## config.mk

```make
export PLATFORM = sky130hd
export DESIGN_NAME = decoder_rr_arbiter
export DESIGN_NICKNAME = d
export VERILOG_FILES = /design/src/rtl/decoder_rr_arbiter.sv
export SDC_FILE = /design/constraint.sdc
export NUM_CORES = 1
export LEC_CHECK = 0
export BUFFER_PORTS_ARGS = -buffer_cell sky130_fd_sc_hd__clkbuf_2
export CAP_MARGIN = 20
export CORE_UTILIZATION = 50
export CTS_CLUSTER_SIZE = 8
export DETAILED_ROUTE_END_ITERATION = 12
export GPL_TIMING_DRIVEN = 0
export PLACE_DENSITY_LB_ADDON = 0.08
export RECOVER_POWER = 25
export SLEW_MARGIN = 30
export SYNTH_ARGS = -nofsm -noshare
export SYNTH_HDL_FRONTEND = slang
export SYNTH_SLANG_ARGS = --single-unit
```

## constraint.sdc

```tcl
create_clock -name clk -period 1.9 [get_ports clk]
set_input_delay 0.285 -clock clk [delete_from_list [all_inputs] [get_ports clk]]
set_output_delay 0.285 -clock clk [all_outputs]
set_load 0.01 [all_outputs]
```

## src/rtl/decoder_rr_arbiter.sv

```systemverilog
// decoder_rr_arbiter: round-robin arbiter for four requesters.
// It drives the select (sel) and enable (en) inputs of a shared 2-to-4 decoder
// and limits each grant to MAX_HOLD consecutive cycles. The outputs gnt, sel
// and en are registered.
// Optional feature macro: ARB_GNT_CNT_EN. When defined, it adds the 16-bit
// gnt_cnt output, which counts issued grants.
module decoder_rr_arbiter #(
  parameter int MAX_HOLD = 8,
  parameter int CNT_W    = 8
) (
  input  logic       clk,
  input  logic       rst_n,
  input  logic [3:0] req,
  output logic [3:0] gnt,
  output logic [1:0] sel,
  output logic       en,
  output logic       busy
`ifdef ARB_GNT_CNT_EN
  ,
  output logic [15:0] gnt_cnt
`endif
);

  typedef enum logic {IDLE = 1'b0, GRANT = 1'b1} state_t;

  state_t           state;
  logic [1:0]       ptr;
  logic [CNT_W-1:0] hold_cnt;

  state_t           nxt_state;
  logic [1:0]       nxt_sel;
  logic             nxt_en;
  logic [1:0]       nxt_ptr;
  logic [CNT_W-1:0] nxt_hold;
  logic             grant_evt;

  logic [2:0]       idle_pick;
  logic [2:0]       rel_pick;
  logic             hold_last;
  logic             release_now;

  // One-hot decode of the 2-bit select, as the shared decoder would produce.
  function automatic logic [3:0] dec2to4(input logic [1:0] a);
    logic [3:0] d;
    d = 4'b0000;
    d[a] = 1'b1;
    return d;
  endfunction

  // Round-robin search: base+1, base+2, base+3, then base itself when
  // incl_base is set. Returns {found, index}.
  function automatic logic [2:0] rr_pick(input logic [3:0] r,
                                         input logic [1:0] base,
                                         input logic       incl_base);
    logic [2:0] res;
    logic [1:0] idx;
    res = 3'b000;
    if (incl_base && r[base]) res = {1'b1, base};
    for (int i = 3; i >= 1; i--) begin
      idx = base + 2'(i);
      if (r[idx]) res = {1'b1, idx};
    end
    return res;
  endfunction

  assign busy        = en;
  assign hold_last   = (hold_cnt == CNT_W'(MAX_HOLD - 1));
  assign release_now = !req[sel] || hold_last;
  assign idle_pick   = rr_pick(req, ptr, 1'b1);
  assign rel_pick    = rr_pick(req, sel, 1'b0);

  // Next-state decision. On a release the arbiter grants the next requester
  // in the same edge, so there is no idle cycle between grants.
  always_comb begin
    nxt_state = state;
    nxt_sel   = sel;
    nxt_en    = en;
    nxt_ptr   = ptr;
    nxt_hold  = hold_cnt;
    grant_evt = 1'b0;
    case (state)
      IDLE: begin
        if (idle_pick[2]) begin
          nxt_state = GRANT;
          nxt_sel   = idle_pick[1:0];
          nxt_en    = 1'b1;
          nxt_hold  = '0;
          grant_evt = 1'b1;
        end
      end
      GRANT: begin
        if (release_now) begin
          nxt_ptr = sel;
          if (rel_pick[2]) begin
            nxt_sel   = rel_pick[1:0];
            nxt_hold  = '0;
            grant_evt = 1'b1;
          end else if (req[sel]) begin
            // The tenure expired and no other requester is waiting, so the
            // same requester is granted again.
            nxt_hold  = '0;
            grant_evt = 1'b1;
          end else begin
            nxt_state = IDLE;
            nxt_en    = 1'b0;
            nxt_hold  = '0;
          end
        end else begin
          nxt_hold = hold_cnt + CNT_W'(1);
        end
      end
      default: begin
        nxt_state = IDLE;
        nxt_en    = 1'b0;
      end
    endcase
  end

  // Arbiter state and registered decoder outputs.
  // gnt is registered from the same next values as sel and en.
  always_ff @(posedge clk) begin
    if (!rst_n) begin
      state    <= IDLE;
      sel      <= 2'b00;
      en       <= 1'b0;
      gnt      <= 4'b0000;
      ptr      <= 2'b11;
      hold_cnt <= '0;
    end else begin
      state    <= nxt_state;
      sel      <= nxt_sel;
      en       <= nxt_en;
      gnt      <= nxt_en ? dec2to4(nxt_sel) : 4'b0000;
      ptr      <= nxt_ptr;
      hold_cnt <= nxt_hold;
    end
  end

`ifdef ARB_GNT_CNT_EN
  // Counts issued grants, including re-grants after expiry.
  // The counter wraps at 16 bits.
  always_ff @(posedge clk) begin
    if (!rst_n) gnt_cnt <= 16'h0000;
    else if (grant_evt) gnt_cnt <= gnt_cnt + 16'h0001;
  end
`endif

endmodule
```

# Word level (Yosys, flattened, before mapping)
# Index checks and enable logic that the tools add are counted.
[word_totals]
ff_bits = 18
inputBits = 6
ramBits = 0
word_cells = 73
rom_bits = 0
latchBits = 0
output_inout_bits = 8
memories = 0
[classes]
n_shift = 0
div = 0
bitwise = 1
n_addsub = 7
mux = 42
order_cmp = 10
mul = 0
n_reduce_logical = 5
eq_ne = 2
[ops]
columns = ["cell", "count"]
rows = [
  ["2-bit by 3-bit < comparator with 1-bit output (second input constant)", 9],
  ["3-bit two-way mux", 7],
  ["1-bit two-way mux", 17],
  ["1-bit binary-select mux with 2-bit select", 8],
  ["8-bit two-way mux", 2],
  ["8-bit one-hot mux with 2 select lines", 1],
  ["2-bit adder (second input constant)", 4],
  ["8-bit by 1-bit adder with 8-bit output (second input constant)", 1],
  ["8-bit by 3-bit == test with 1-bit output (second input constant)", 1],
  ["2-bit two-way mux", 3],
  ["2-bit by 1-bit adder with 2-bit output (second input constant)", 2],
  ["1-bit one-hot mux with 2 select lines", 2],
  ["2-bit one-hot mux with 2 select lines", 1],
  ["2-bit AND reduction", 2],
  ["1-bit demux with 2-bit select", 1],
  ["2-bit by 1-bit >= comparator with 1-bit output (second input constant)", 1],
  ["2-bit inequality test (second input constant)", 1],
  ["1-bit logical AND", 1],
  ["1-bit logical NOT", 1],
  ["1-bit logical OR", 1],
  ["1-bit NOT", 1],
]

# Longest topological paths before layout
# Gate-level depths: netlist of the first run.
[depth]
word_depth = 13
depth_mapped = 8
ltp_nobuf = 7

# Worst setup path after synthesis of the first run
# No wires, ideal clock.
[synth_timing]
path_type = "register to register"
from = "register sel[0]"
to = "register gnt[3]"
stages_incl_launch_ff = 7
arrival_time_ns = 1.977
setup_time_ns = 0.115
setup_slack_ns = -0.192
t_required_ns = 1.785
synth_period_minus_slack_ns = 2.092
path_buffers = 0
cell_sequence = "dfxtp_1 -> mux4_2 -> o31a_1 -> nand2b_4 -> or3_1 -> and3_4 -> and3_1"
[synth_between]
elab_chain_len = 13
elab_cells_between_ends = 30
classes_between = "add/sub (3); order compare (2); mux (21); reduce/logical (4)"
[synth_rtl]
columns = ["element", "line_no", "rtl"]
rows = [
  ["start: declaration", "15", "output logic [1:0] sel,"],
  ["start signal: assignment", "131", "sel <= nxt_sel;"],
  ["2-bit adder", "60", "idx = base + 2'(i);"],
  ["1-bit binary-select mux with 2-bit select", "61", "if (r[idx]) res = {1'b1, idx};"],
  ["1-bit two-way mux (implied by the code)", "61", ""],
  ["3-bit two-way mux (3 in series)", "61", ""],
  ["2-bit two-way mux", "94", "if (rel_pick[2]) begin"],
  ["2-bit two-way mux", "92", "if (release_now) begin"],
  ["2-bit one-hot mux with 2 select lines", "81", "case (state)"],
  ["2-bit by 3-bit < comparator with 1-bit output (implied by the code) or 2-bit by 1-bit >= comparator with 1-bit output (tied branches)", "46", "d[a] = 1'b1;"],
  ["1-bit logical AND (implied by the code)", "46", ""],
  ["1-bit two-way mux (implied by the code)", "46", ""],
  ["1-bit demux with 2-bit select", "46", ""],
  ["end signal: assignment", "133", "gnt <= nxt_en ? dec2to4(nxt_sel) : 4'b0000;"],
  ["end: declaration", "14", "output logic [3:0] gnt,"],
]
# Parallel ways exist; a longest one is shown, timed or not. The select of a mux whose other input is x is not followed.
# A chain may end at the register's enable or synchronous reset.

# Worst setup path in the final report of the first run
[layout_timing]
from = "register hold_cnt[3]"
to = "register gnt[3]"
[layout_between]
elab_chain_len = 8
elab_cells_between_ends = 12
classes_between = "order compare (2); eq/ne (1); mux (6); reduce/logical (3)"
[layout_rtl]
columns = ["element", "line_no", "rtl"]
rows = [
  ["start: declaration", "28", "logic [CNT_W-1:0] hold_cnt;"],
  ["start signal: assignment", "135", "hold_cnt <= nxt_hold;"],
  ["8-bit by 3-bit == test with 1-bit output (*)", "67", "assign hold_last = (hold_cnt == CNT_W'(MAX_HOLD - 1));"],
  ["1-bit logical OR (*)", "68", "assign release_now = !req[sel] || hold_last;"],
  ["2-bit two-way mux", "92", ""],
  ["2-bit one-hot mux with 2 select lines", "81", ""],
  ["2-bit by 3-bit < comparator with 1-bit output (implied by the code) or 2-bit by 1-bit >= comparator with 1-bit output (tied branches)", "46", ""],
  ["1-bit logical AND (implied by the code)", "46", ""],
  ["1-bit two-way mux (implied by the code)", "46", ""],
  ["1-bit demux with 2-bit select", "46", ""],
]
# Mark *: on every way between the ends. The rest lies on a longest branch, timed or not.

==> results of run 1 <==
[through the flow]
step,TNS (ps),cells,setup WS (ps),area (sq um)
detailed placement,-1460,168,-252,1160
finish,-1200,179,-183,1300
global route,-2040,179,-284,1300
CTS,-903,178,-168,1260
floorplan,-625,130,-143,1070
global placement,-1350,168,-242,1160
[cell type report]
class	instances	area, sq um
Fill cell	170	684
Buffer	9	45.0
Multi-Input combinational cell	97	688
Tap cell	27	33.8
Clock buffer	4	36.3
Inverter	6	22.5
Timing Repair Buffer	18	108
Sequential cell	18	364
[cells by family (layout without fill, tap and decap cells)]
logic type      Yosys count  count (layout)  share of synthesized area
compound gates           30              30                      0.204
fa+ha+maj                 1               1                     0.0117
buf+inv                  15              37                     0.0618
flops                    18              18                      0.336
mux                       3               3                     0.0397
simple gates             63              63                      0.347
[routing by layer]
metal | vias up | GRT usage | routed length, microns
met5 | - | 0 | 0
met4 | 0 | 0.0931 | 54
met3 | 6 | 0.0566 | 95
met2 | 22 | 0.373 | 1190
met1 | 497 | 0.291 | 1160
li1 | 516 | - | -
[worst min-delay path by stage]
stage	from	slack [ps]	depth (start not counted)	end
floorplan	rst_n	430	1	state
global placement	hold_cnt[7]	510	1	hold_cnt[7]
detailed placement	hold_cnt[7]	520	1	hold_cnt[7]
CTS	rst_n	280	2	state
global route	rst_n	280	2	state
finish	rst_n	290	2	state
[layout by cell type (no fill, tap or decap), drive strengths merged, types with 4 or more instances in the layout]
| cell type | instances |
|---|---|
| dfxtp | 18 |
| nand3 | 6 |
| buf | 11 |
| and3 | 7 |
| nand2b | 6 |
| inv | 6 |
| o211ai | 6 |
| and2 | 4 |
| nor2 | 7 |
| a21oi | 10 |
| clkbuf | 20 |
| nand2 | 15 |
[sequential cells by signal, summed over array words and instances (netlist names)]
register	flops
hold_cnt	8
gnt	4
ptr	2
sel	2
busy	1
state	1
[worst reg2reg max path, stage by stage (launching register included)]
cell and delay (ps):
dfxtp_2 330, or4_1 510, o31a_1 290, nand2b_4 180, or3_1 310, and3_4 200, and3_1 160
[power breakdown]
part,internal [mW],switching (mW)
clock network,0.117,0.127
registers,0.403,0.0135
logic,0.138,0.159
total,0.657,0.299
[what timing repair did]
| action | CTS | global route |
|---|---|---|
| hold buffers | 0 | 0 |
| gates resized for setup | 5 | 10 |
| buffers inserted | 6 | 1 |
| endpoints found under the setup margin | 7 | 11 |
| pin swaps | 2 | 3 |
==> impl_summary.md, run 1 <==
Global routing
The sum of overflow across all layers after global routing is 0. Entering global routing, the biggest net connects 11 pins. The first global-routing pass estimated 4190 microns of wire. In the global route stage, overall resource usage came out at 0.230. The number of global-route vias before repair is about 940. The initial antenna violation count came to 0.

Setup path
The worst setup path is captured at a register. The setup slack on the worst flop-to-flop path is -180 ps. By startpoint and endpoint, the worst setup path is classified as register to register.

Counting both buffers and inverters, the worst setup path holds a total of 0. Counting cells, the worst reg-to-reg path comes to 6. At the worst endpoint, the arrival time is 2290 ps. The critical path required time is approximately 2100 ps. The worst-path maximum fanout is 5.

The worst register-to-register path begins at hold_cnt[3]. The capture point of the critical path is gnt[3]. Walking the worst path, the cells encountered are or4_1 -> o31a_1 -> nand2b_4 -> or3_1 -> and3_4 -> and3_1.

The delay of the slowest cell on the worst path is 510 ps. Among cell families on the critical path, the largest total delay comes from simple AND/OR/NAND/NOR gates. The critical path starts at hold_cnt[3].

The destination of the worst register-to-register timing path is gnt[3]. For this design, the slowest cell found on the critical path is or4_1. The worst setup path is launched from a register. The logic depth of the worst setup path including buffers is 6.

Yosys
The netlist uses 43 different library cells. The most common cell in the synthesized netlist is dfxtp_1. The synthesized netlist occupies a cell area of about 1100 sq um. The proportion of synthesized chip area in sequential cells is 0.336. Counting every net in the synthesized netlist gives about 140. By area the synthesized netlist is led by dfxtp_1 (34%), nand2_1 (5.3%), a21oi_1 (4.7%). In this run, synthesis produced a sequential element count of 18. Of the post-synthesis cell area, the dominant cell type holds 0.336. The biggest area contributor in the post-synthesis netlist is dfxtp_1. In the synthesized netlist, the number of instances is 130. The number of warnings issued by yosys is 0. Counting flops with a built-in enable in the synthesized netlist gives 0. The average instance area after synthesis is about 8.2 sq um. Among all flip-flop cells after synthesis, the most frequent one is dfxtp_1. The proportion of synthesized flip-flops having asynchronous set or reset is 0. The commonest cells after synthesis are dfxtp_1 (18), nand2_1 (15), a21oi_1 (10).

Timing
Between clock sinks in the finished design, the worst skew comes to about 8 ps. The maximum achievable frequency is roughly 480 MHz. Setup repair after global routing could not meet its margin everywhere. The time the worst path needs with I/O delays and setup is around 2100 ps. After layout, the worst setup slack is -183 ps. Headroom to the max-slew limit came out at 0.699. The max-slew violation count came to 0. The number of failing hold endpoints at the final stage was 0.

The worst-case hold slack is between 200 and 300 ps. At the pin with the least slew margin, the transition time is 452 ps. Dividing the final minimum period by the clock period gives 1.10. Setup violations remaining at the end of the flow were counted as 11.

Hold path
The path type of the worst min-delay path is input pin to register.

Detailed routing
For this block, the initial DRC count from the detailed router was 20. The vias per cell is around 5.8. The final routed DRC violation total is 0. Summing over every cut layer, the via total after detailed routing is roughly 1000.

In the final routed layout, each cell accounts on average for about 14 microns. The number of iterations in the first detailed-routing pass is 4. The detail route stage leaves a number of antenna-violating nets equal to 0. The final routed wirelength across all metal layers is 2500 microns.

Floorplanning
The height of the die is 48.3 microns. The area inside the core boundary is a little under 2000 sq um. In this run the core area contains 16 standard-cell rows. The floorplan step defined a die boundary enclosing around 2300 sq um. The die is just under 50 microns wide. The initial core utilization is 0.541. For this design the top-level I/O count stands at 14.

Status
The run finished, with violations left. The checks that failed: setup timing.

Layout
The fraction of final layout cells sized beyond drive strength 1 is 0.296. 0 antenna diodes ended up in the layout. Relative to the synthesized area, the layout overhead comes to 21.0%. The layout net count is between 150 and 200. The utilization of the core after routing is 0.655.

Place
At the end of routability-driven placement, the weighted congestion stood at 0.835. The estimated wirelength of the detail-placed design is between 1500 and 2000 microns. The count of buffers from port buffering is 11.

CTS
The tree is rooted in a clkbuf_4. For this design, the sink count on the clock tree is 18. TritonCTS built the clock tree. The clock passes through at most 2 buffers. The clock latency at the later pin of the worst-skew pair is 310 ps. The clock transition at the register clock pins on the worst setup and hold paths after CTS is approximately 110 ps. CTS built an H-tree with a depth of 1. In this run, CTS created clock tree buffers numbering 3.

Run
The tool flagged a number of max-cap violations equal to 0.

Power and ir drop
The total power divided by cell area is 737 nW/um^2. The worst ir drop on vdd is between 0.4 and 0.5 mV. The leakage power summed over all cells is 0.596 nW. The design draws roughly 0.96 mW.
No activity file was read; power rests on OpenSTA's default activity.
==> run 2, diff against run 1 <==
--- a/config.mk
+++ b/config.mk
@@ -7,6 +7,7 @@
 export LEC_CHECK = 0
 export BUFFER_PORTS_ARGS = -buffer_cell sky130_fd_sc_hd__clkbuf_2
 export CAP_MARGIN = 20
+export CORE_MARGIN = 1.5
 export CORE_UTILIZATION = 50
 export CTS_CLUSTER_SIZE = 8
 export DETAILED_ROUTE_END_ITERATION = 12
==> impl_summary.md, run 2 (same netlist as run 1, synthesis figures left out) <==
Global routing
The number of global-route vias before repair is 862 (-8.6%). The initial antenna violation count is 0 (unchanged). The sum of overflow across all layers after global routing was 0 (unchanged). The pin count of the biggest net entering global routing is 11 (unchanged).

The first-pass GRT wire length is 3850 microns (-8.1%). The total track usage came to 0.207 (-0.0226).

Detailed routing
The top layer used by detailed routing is met4. The total vias in the final route is 1020 (-2.0%). The met2 wirelength from detailed routing is 1110 microns (-6.8%). The detailed-routing wirelength on met1 was 1130 microns (-2.6%). The routed wire length per instance was 13.4 microns (-4.1%). The final routed DRC violation total is 0 (unchanged).

The number of nets with antenna violations after detailed routing is 0 (unchanged). The vias per cell is 5.76 (-0.91%). The final routed wirelength across all metal layers came to 2370 microns (-5.2%). The number of iterations in the first detailed-routing pass is 4 (unchanged). The met3 wire length is 106 microns (+12%).

The iteration-0 DRC count of the detailed router is 15 (-25%).

Setup path
The critical path launch point type is a register. The critical path in this run is classified as register to register. The critical path required time is 2100 ps (about the same). The number of buffers and inverters on the critical path came to 0 (unchanged). The setup slack on the worst flop-to-flop path is -200 ps (about the same). The delay of the slowest cell on the worst path is 520 ps (about the same). The endpoint class of the critical path is a register. The worst-path maximum fanout is 5 (unchanged). In this run the critical register-to-register path is captured at gnt[3]. The cell family contributing the most delay on the critical path is simple AND/OR/NAND/NOR gates. The data arrival time of the worst path was 2300 ps (about the same). The cell depth of the worst flop-to-flop path came to 6 (unchanged). Traced cell by cell, the critical path runs through or4_1 -> o31a_1 -> nand2b_4 -> or3_1 -> and3_4 -> and3_1. For this design, the slowest cell found on the critical path is or4_1.

The startpoint identified for the worst register-to-register timing path is hold_cnt[3].

Floorplanning
The area inside the core boundary is 1980 sq um (unchanged). The height of the die was 49.3 microns (+2.1%). The I/O pin count came to 14 (unchanged).

The initial core utilization is 0.541 (unchanged). The row count is 16 (unchanged). The width of the die is 49.3 microns (+2.1%). The area enclosed by the die boundary was 2430 sq um (+4.2%).

Hold path
The tightest min-delay check is of the input pin to register type. The path with the worst hold slack has its endpoint at state. The number of cells on the worst hold path is 2 (unchanged). The startpoint of the worst hold path is rst_n.

Layout
The area added between synthesis and finish is 17.6%. The fraction of final layout cells sized beyond drive strength 1 is 0.267 (-0.0294). The number of antenna diodes came to 0 (unchanged). The flip-flop count of the largest register, all copies and words added was 8 (unchanged). The filler cell count in the final layout is 167 (-1.8%). In the final layout, the registers with the most flip-flops are hold_cnt: 8 flops, gnt: 4 flops.

The most common cell after layout, fill and taps aside is dfxtp_1. In the layout the commonest cells are dfxtp_1 (15), nand2_1 (14), a21oi_1 (10). The area of the multi-input gates is 672 sq um (-2.4%). The top register by number of flip-flops is hold_cnt. The total area of sequential cells is 364 sq um (unchanged). The layout net count is 158 (-1.3%).

CTS
The count of clock tree sinks is 18 (unchanged). In this run the clock root is driven by a clkbuf_4. The clock latency at the later pin of the worst-skew pair was 300 ps (about the same).

The number of hold buffers added after CTS is 0 (unchanged). The CTS tree is done. The number of CTS-inserted buffers is 3 (unchanged). The clock transition at the register clock pins on the worst setup and hold paths after CTS is 100 ps (about the same).

The H-tree depth was 1 (unchanged). The number of buffers between clock root and the deepest sink is 2 (unchanged).

Place
The estimated wirelength of the detail-placed design is 1700 microns (+1.1%). The count of buffers from port buffering was 11 (unchanged). The final RePlAce weighted congestion is 0.875 (+4.7%).

Timing
The setup slack of the critical path after layout was -195 ps (-12.1 ps). Setup repair after global routing could not meet its margin everywhere. The worst slew margin relative to its limit is 0.710 (+0.0108).

The transition at the pin with the smallest max-transition slack is 435 ps (-16.2 ps). The setup-violating endpoint count in the final report came to 6 (-5). The number of failing hold endpoints at the final stage is 0 (unchanged). The time the worst path needs with I/O delays and setup is 2100 ps (+12.1 ps).

The max-slew violation count is 0 (unchanged). The worst-case hold slack is 281 ps (-10.9 ps). The final sum of negative setup slack is -995 ps (+208 ps).

The maximum achievable frequency is 477 MHz (-0.58%). The setup skew after layout is 1.47 ps (-6.54 ps). The share of the cycle needed by the critical path after routing came to 1.10 (+0.00639).

Run
The count of max-cap constraint violations came to 0 (unchanged).

Power and ir drop
The leakage power summed over all cells came to 0.578 nW (-3.1%). The worst ir drop on vdd is 0.502 mV (+2.2%). The total power divided by cell area is 738 nW/um^2 (+0.13%).

Status
The run finished, with violations left. The checks that failed: setup timing.
## run 2: cell types whose count changed in the layout (fill, tap and decap cells not counted)
cell,delta
nand2_4,-1
nand2_2,+1
and3_2,+1
a21oi_2,-2
buf_6,-1
buf_4,-1
clkbuf_2,-1
clkbuf_1,+1
a21oi_1,+2
and3_4,-1
## run 2: cell type report
| class | count | share of cell area |
|---|---|---|
| plain buffers | 9 | 0.0357 |
| clock buffers | 4 | 0.0288 |
| inverters | 6 | 0.0179 |
| multi-input cells | 97 | 0.533 |
| flip-flops and latches | 18 | 0.289 |
| well taps | 27 | 0.0268 |
| repair buffers | 16 | 0.0694 |
## run 2: per-stage QoR
stage	utilization	worst slack, ps	power, mW	instance area (sq um)	std cells
2_1_floorplan	-	-143	0.607	1070	130
3_3_place_gp	0.587	-241	0.664	1160	168
3_5_place_dp	0.587	-257	0.669	1160	168
4_1_cts	0.623	-174	0.917	1230	176
5_1_grt	0.636	-228	0.980	1260	177
6_report	0.636	-195	0.931	1260	177
## run 2: routing by layer
| metal | GRT usage | vias to the layer above |
|---|---|---|
| met5 | 0 | - |
| met2 | 0.342 | 25 |
| met4 | 0.0571 | 0 |
| met3 | 0.0552 | 5 |
| li1 | - | 512 |
| met1 | 0.264 | 478 |
## run 2: worst max path at each step
stage                 from     end  slack [ps]  cells past startpoint
2_1_floorplan  hold_cnt[3]  gnt[3]        -140                      6
3_3_place_gp   hold_cnt[7]  gnt[3]        -240                      6
3_5_place_dp   hold_cnt[7]  gnt[3]        -260                      6
4_1_cts        hold_cnt[3]  gnt[3]        -170                      6
5_1_grt        hold_cnt[3]  gnt[2]        -230                      6
6_report       hold_cnt[3]  gnt[3]        -200                      6
## run 2: power by group
| part | switching, mW | leakage [nW] | total (mW) | internal, mW |
|---|---|---|---|---|
| registers | 0.0142 | 0.148 | 0.417 | 0.403 |
| clock network | 0.121 | 0.0210 | 0.238 | 0.117 |
| logic | 0.151 | 0.408 | 0.276 | 0.125 |
| total | 0.286 | 0.578 | 0.931 | 0.645 |
## run 2: repair_timing
item	4_1_cts	5_1_grt
setup endpoints to repair	7	12
setup buffers	4	1
pin swaps	2	1
gates resized for setup	3	7
==> run 3, diff against run 2 <==
--- a/config.mk
+++ b/config.mk
@@ -8,7 +8,8 @@
 export BUFFER_PORTS_ARGS = -buffer_cell sky130_fd_sc_hd__clkbuf_2
 export CAP_MARGIN = 20
 export CORE_MARGIN = 1.5
-export CORE_UTILIZATION = 50
+export CORE_UTILIZATION = 53
+export CTS_BUF_LIST = sky130_fd_sc_hd__clkbuf_4 sky130_fd_sc_hd__clkbuf_8
 export CTS_CLUSTER_SIZE = 8
 export DETAILED_ROUTE_END_ITERATION = 12
 export GPL_TIMING_DRIVEN = 0
==> impl_summary.md, run 3 (same netlist as run 1, synthesis figures left out) <==
Detailed routing
The iteration-0 DRC count of the detailed router is 33 (+18). The routed wire length per instance is 14.3 microns (+6.6%). The vias per cell came to 5.72 (-0.66%). The number of nets with antenna violations after detailed routing is 0 (unchanged).

The final routed wirelength across all metal layers is 2540 microns (+7.2%). The number of iterations in the first detailed-routing pass is 4 (unchanged). The final routed DRC violation total is 0 (unchanged). The total vias in the final route was 1019 (-0.098%).

Power and ir drop
The overall power consumption was 0.911 mW (-2.1%). The proportion of power drawn by the clock network is 0.203 (-0.053). The leakage power summed over all cells is 0.590 nW (+2.2%). The switching fraction of total power is 0.320 (+0.0124).

The worst ir drop on vdd is 0.453 mV (-9.7%). The internal power is 0.620 mW (-3.8%). The total power divided by cell area came to 692 nW/um^2 (-6.3%). The net switching power is 0.291 mW (+1.8%). The share of total power in combinational logic is 0.339 (+0.042). The share of power burned in registers was 0.457 (+0.009).

Global routing
The first-pass GRT wire length is 3800 microns (-1.4%). The initial antenna violation count is 0 (unchanged). The sum of overflow across all layers after global routing was 0 (unchanged). The total track usage was 0.230 (+0.0231). The pin count of the biggest net entering global routing is 11 (unchanged).

The number of global-route vias before repair is 874 (+1.4%).

Place
The count of buffers from port buffering is 11 (unchanged). The number of cells after detailed placement is 168 (unchanged). The estimated wirelength of the detail-placed design came to 1660 microns (-2.0%).

The final RePlAce weighted congestion is 0.811 (-7.3%).

CTS
The number of CTS-inserted buffers was 3 (unchanged). The CTS tree is done. The number of buffers between clock root and the deepest sink was 2 (unchanged). The count of clock tree sinks is 18 (unchanged).

The clock latency at the later pin of the worst-skew pair came to 290 ps (about the same). The clock transition at the register clock pins on the worst setup and hold paths after CTS is 100 ps (about the same). The cell at the root of the clock tree is clkbuf_4.

The number of hold buffers added after CTS was 0 (unchanged). The H-tree depth was 1 (unchanged).

Layout
The area added between synthesis and finish is 22.9%. The most common cell after layout, fill and taps aside is dfxtp_1. More flip-flops sit in one register than any other, and that register is hold_cnt. The filler cell count in the final layout is 184 (+10%). The layout net count is 160 (+1.3%).

The flip-flop count of the largest register, all copies and words added is 8 (unchanged). The top cell types in the final layout, fill and taps aside, are dfxtp_1 (15), nand2_1 (12), clkbuf_2 (9). The utilization of the core after routing is 0.678 (+0.0421). The area of the multi-input gates came to 718 sq um (+6.9%). The number of antenna diodes is 0 (unchanged).

The total area of sequential cells came to 364 sq um (unchanged). In the final layout, the registers with the most flip-flops are hold_cnt: 8 flops, gnt: 4 flops. The count of non-filler cells in the finished layout is 178 (+0.56%). The fraction of final layout cells sized beyond drive strength 1 is 0.331 (+0.0645).

Setup path
The cell depth of the worst flop-to-flop path is 8 (+2). In this design, the largest share of critical-path delay is due to simple AND/OR/NAND/NOR gates. The critical path required time is 2110 ps (about the same). Traced cell by cell, the critical path runs through or4_4 -> o31a_1 -> buf_6 -> o41ai_2 -> a21oi_1 -> nor3_2 -> buf_4 -> nor3b_2. The slowest stage of the critical path belongs to the cell or4_4. The endpoint class of the critical path is a register. The data arrival time of the worst path was 2350 ps (+50 ps). The critical path launch point type is a register. By startpoint and endpoint, the worst setup path is classified as register to register. The worst-path maximum fanout is 5 (unchanged). The number of buffers and inverters on the critical path was 2 (+2).

The delay of the slowest cell on the worst path is 520 ps (about the same). The logic depth of the worst setup path including buffers is 8 (+2).

Floorplanning
The area enclosed by the die boundary is 2300 sq um (-5.3%). The width of the die is 48.0 microns (-2.7%). The area inside the core boundary is 1940 sq um (-2.0%).

The initial core utilization is 0.552 (+0.0112). The I/O pin count came to 14 (unchanged). The row count is 16 (unchanged). The height of the die came to 48.0 microns (-2.7%).

Timing
The final sum of negative setup slack is -1410 ps (-419 ps). The number of failing hold endpoints at the final stage was 0 (unchanged). Setup repair after global routing could not meet its margin everywhere.

The setup-violating endpoint count in the final report is 10 (+4). The time the worst path needs with I/O delays and setup is 2140 ps (+41.7 ps). The setup slack of the critical path after layout is -237 ps (-41.7 ps).

The max-slew violation count was 0 (unchanged). The share of the cycle needed by the critical path after routing is 1.12 (+0.0219). The setup skew after layout was 10.7 ps (+9.19 ps). The worst slew margin relative to its limit is 0.668 (-0.0414). The worst-case hold slack came to 290 ps (+8.80 ps).

The maximum achievable frequency is 468 MHz (-2.0%). The transition at the pin with the smallest max-transition slack was 497 ps (+62.1 ps).

Hold path
The path type of the worst min-delay path is input pin to register. The number of cells on the worst hold path is 2 (unchanged).

Run
The count of max-cap constraint violations is 0 (unchanged).

Status
The final reports fail on setup timing. The run finished, with violations left.
-- run 3: cell count changes in the layout (fill, tap and decap cells not counted), sizes merged --
cell / delta
buf: +2
clkbuf: -1
-- run 3: power groups by stage --
| stage | combinational, mW | clock [mW] | sequential (mW) |
|---|---|---|---|
| 6_report | 0.309 | 0.185 | 0.417 |
| 3_5_place_dp | 0.244 | 0 | 0.425 |
| 5_1_grt | 0.339 | 0.200 | 0.419 |
| 4_1_cts | 0.279 | 0.190 | 0.416 |
| 2_1_floorplan | 0.176 | 0 | 0.431 |
| 3_3_place_gp | 0.240 | 0 | 0.424 |
-- run 3: final timing paths --
| kind | slack [ps] | from | endpoint |
|---|---|---|---|
| hold / removal | 290 | rst_n | hold_cnt[2] |
| setup reg to reg | -240 | hold_cnt[3] | gnt[1] |
| setup / recovery | -240 | hold_cnt[3] | gnt[1] |
| hold reg to reg | 570 | hold_cnt[1] | hold_cnt[1] |
-- run 3: stage by stage --
step	instance area, sq um	setup slack (ps)
3_5_place_dp	1160	-258
6_report	1320	-237
5_1_grt	1320	-328
4_1_cts	1260	-165
3_3_place_gp	1160	-240
2_1_floorplan	1070	-143
-- run 3: layer usage --
metal	routed length, microns	global-route usage	share of wire	vias to the layer above
met5	0	0	0	-
li1	-	-	-	511
met3	69	0.0226	0.027	2
met1	1200	0.333	0.47	484
met2	1260	0.368	0.50	22
met4	9	0.0541	0.0035	0
-- run 3: repair_timing --
item | CTS | global route
pin swaps | 2 | 6
gates cloned | 0 | 0
gates resized for setup | 6 | 17
setup buffers | 7 | 1
setup endpoints to repair | 8 | 14
-- run 3: final cells by class --
type                    count  area share
multi-input cells          97       0.545
flip-flops and latches     18       0.276
repair buffers             18      0.0845
plain buffers               9      0.0342
well taps                  27      0.0256
clock buffers               3      0.0171
inverters                   6      0.0171
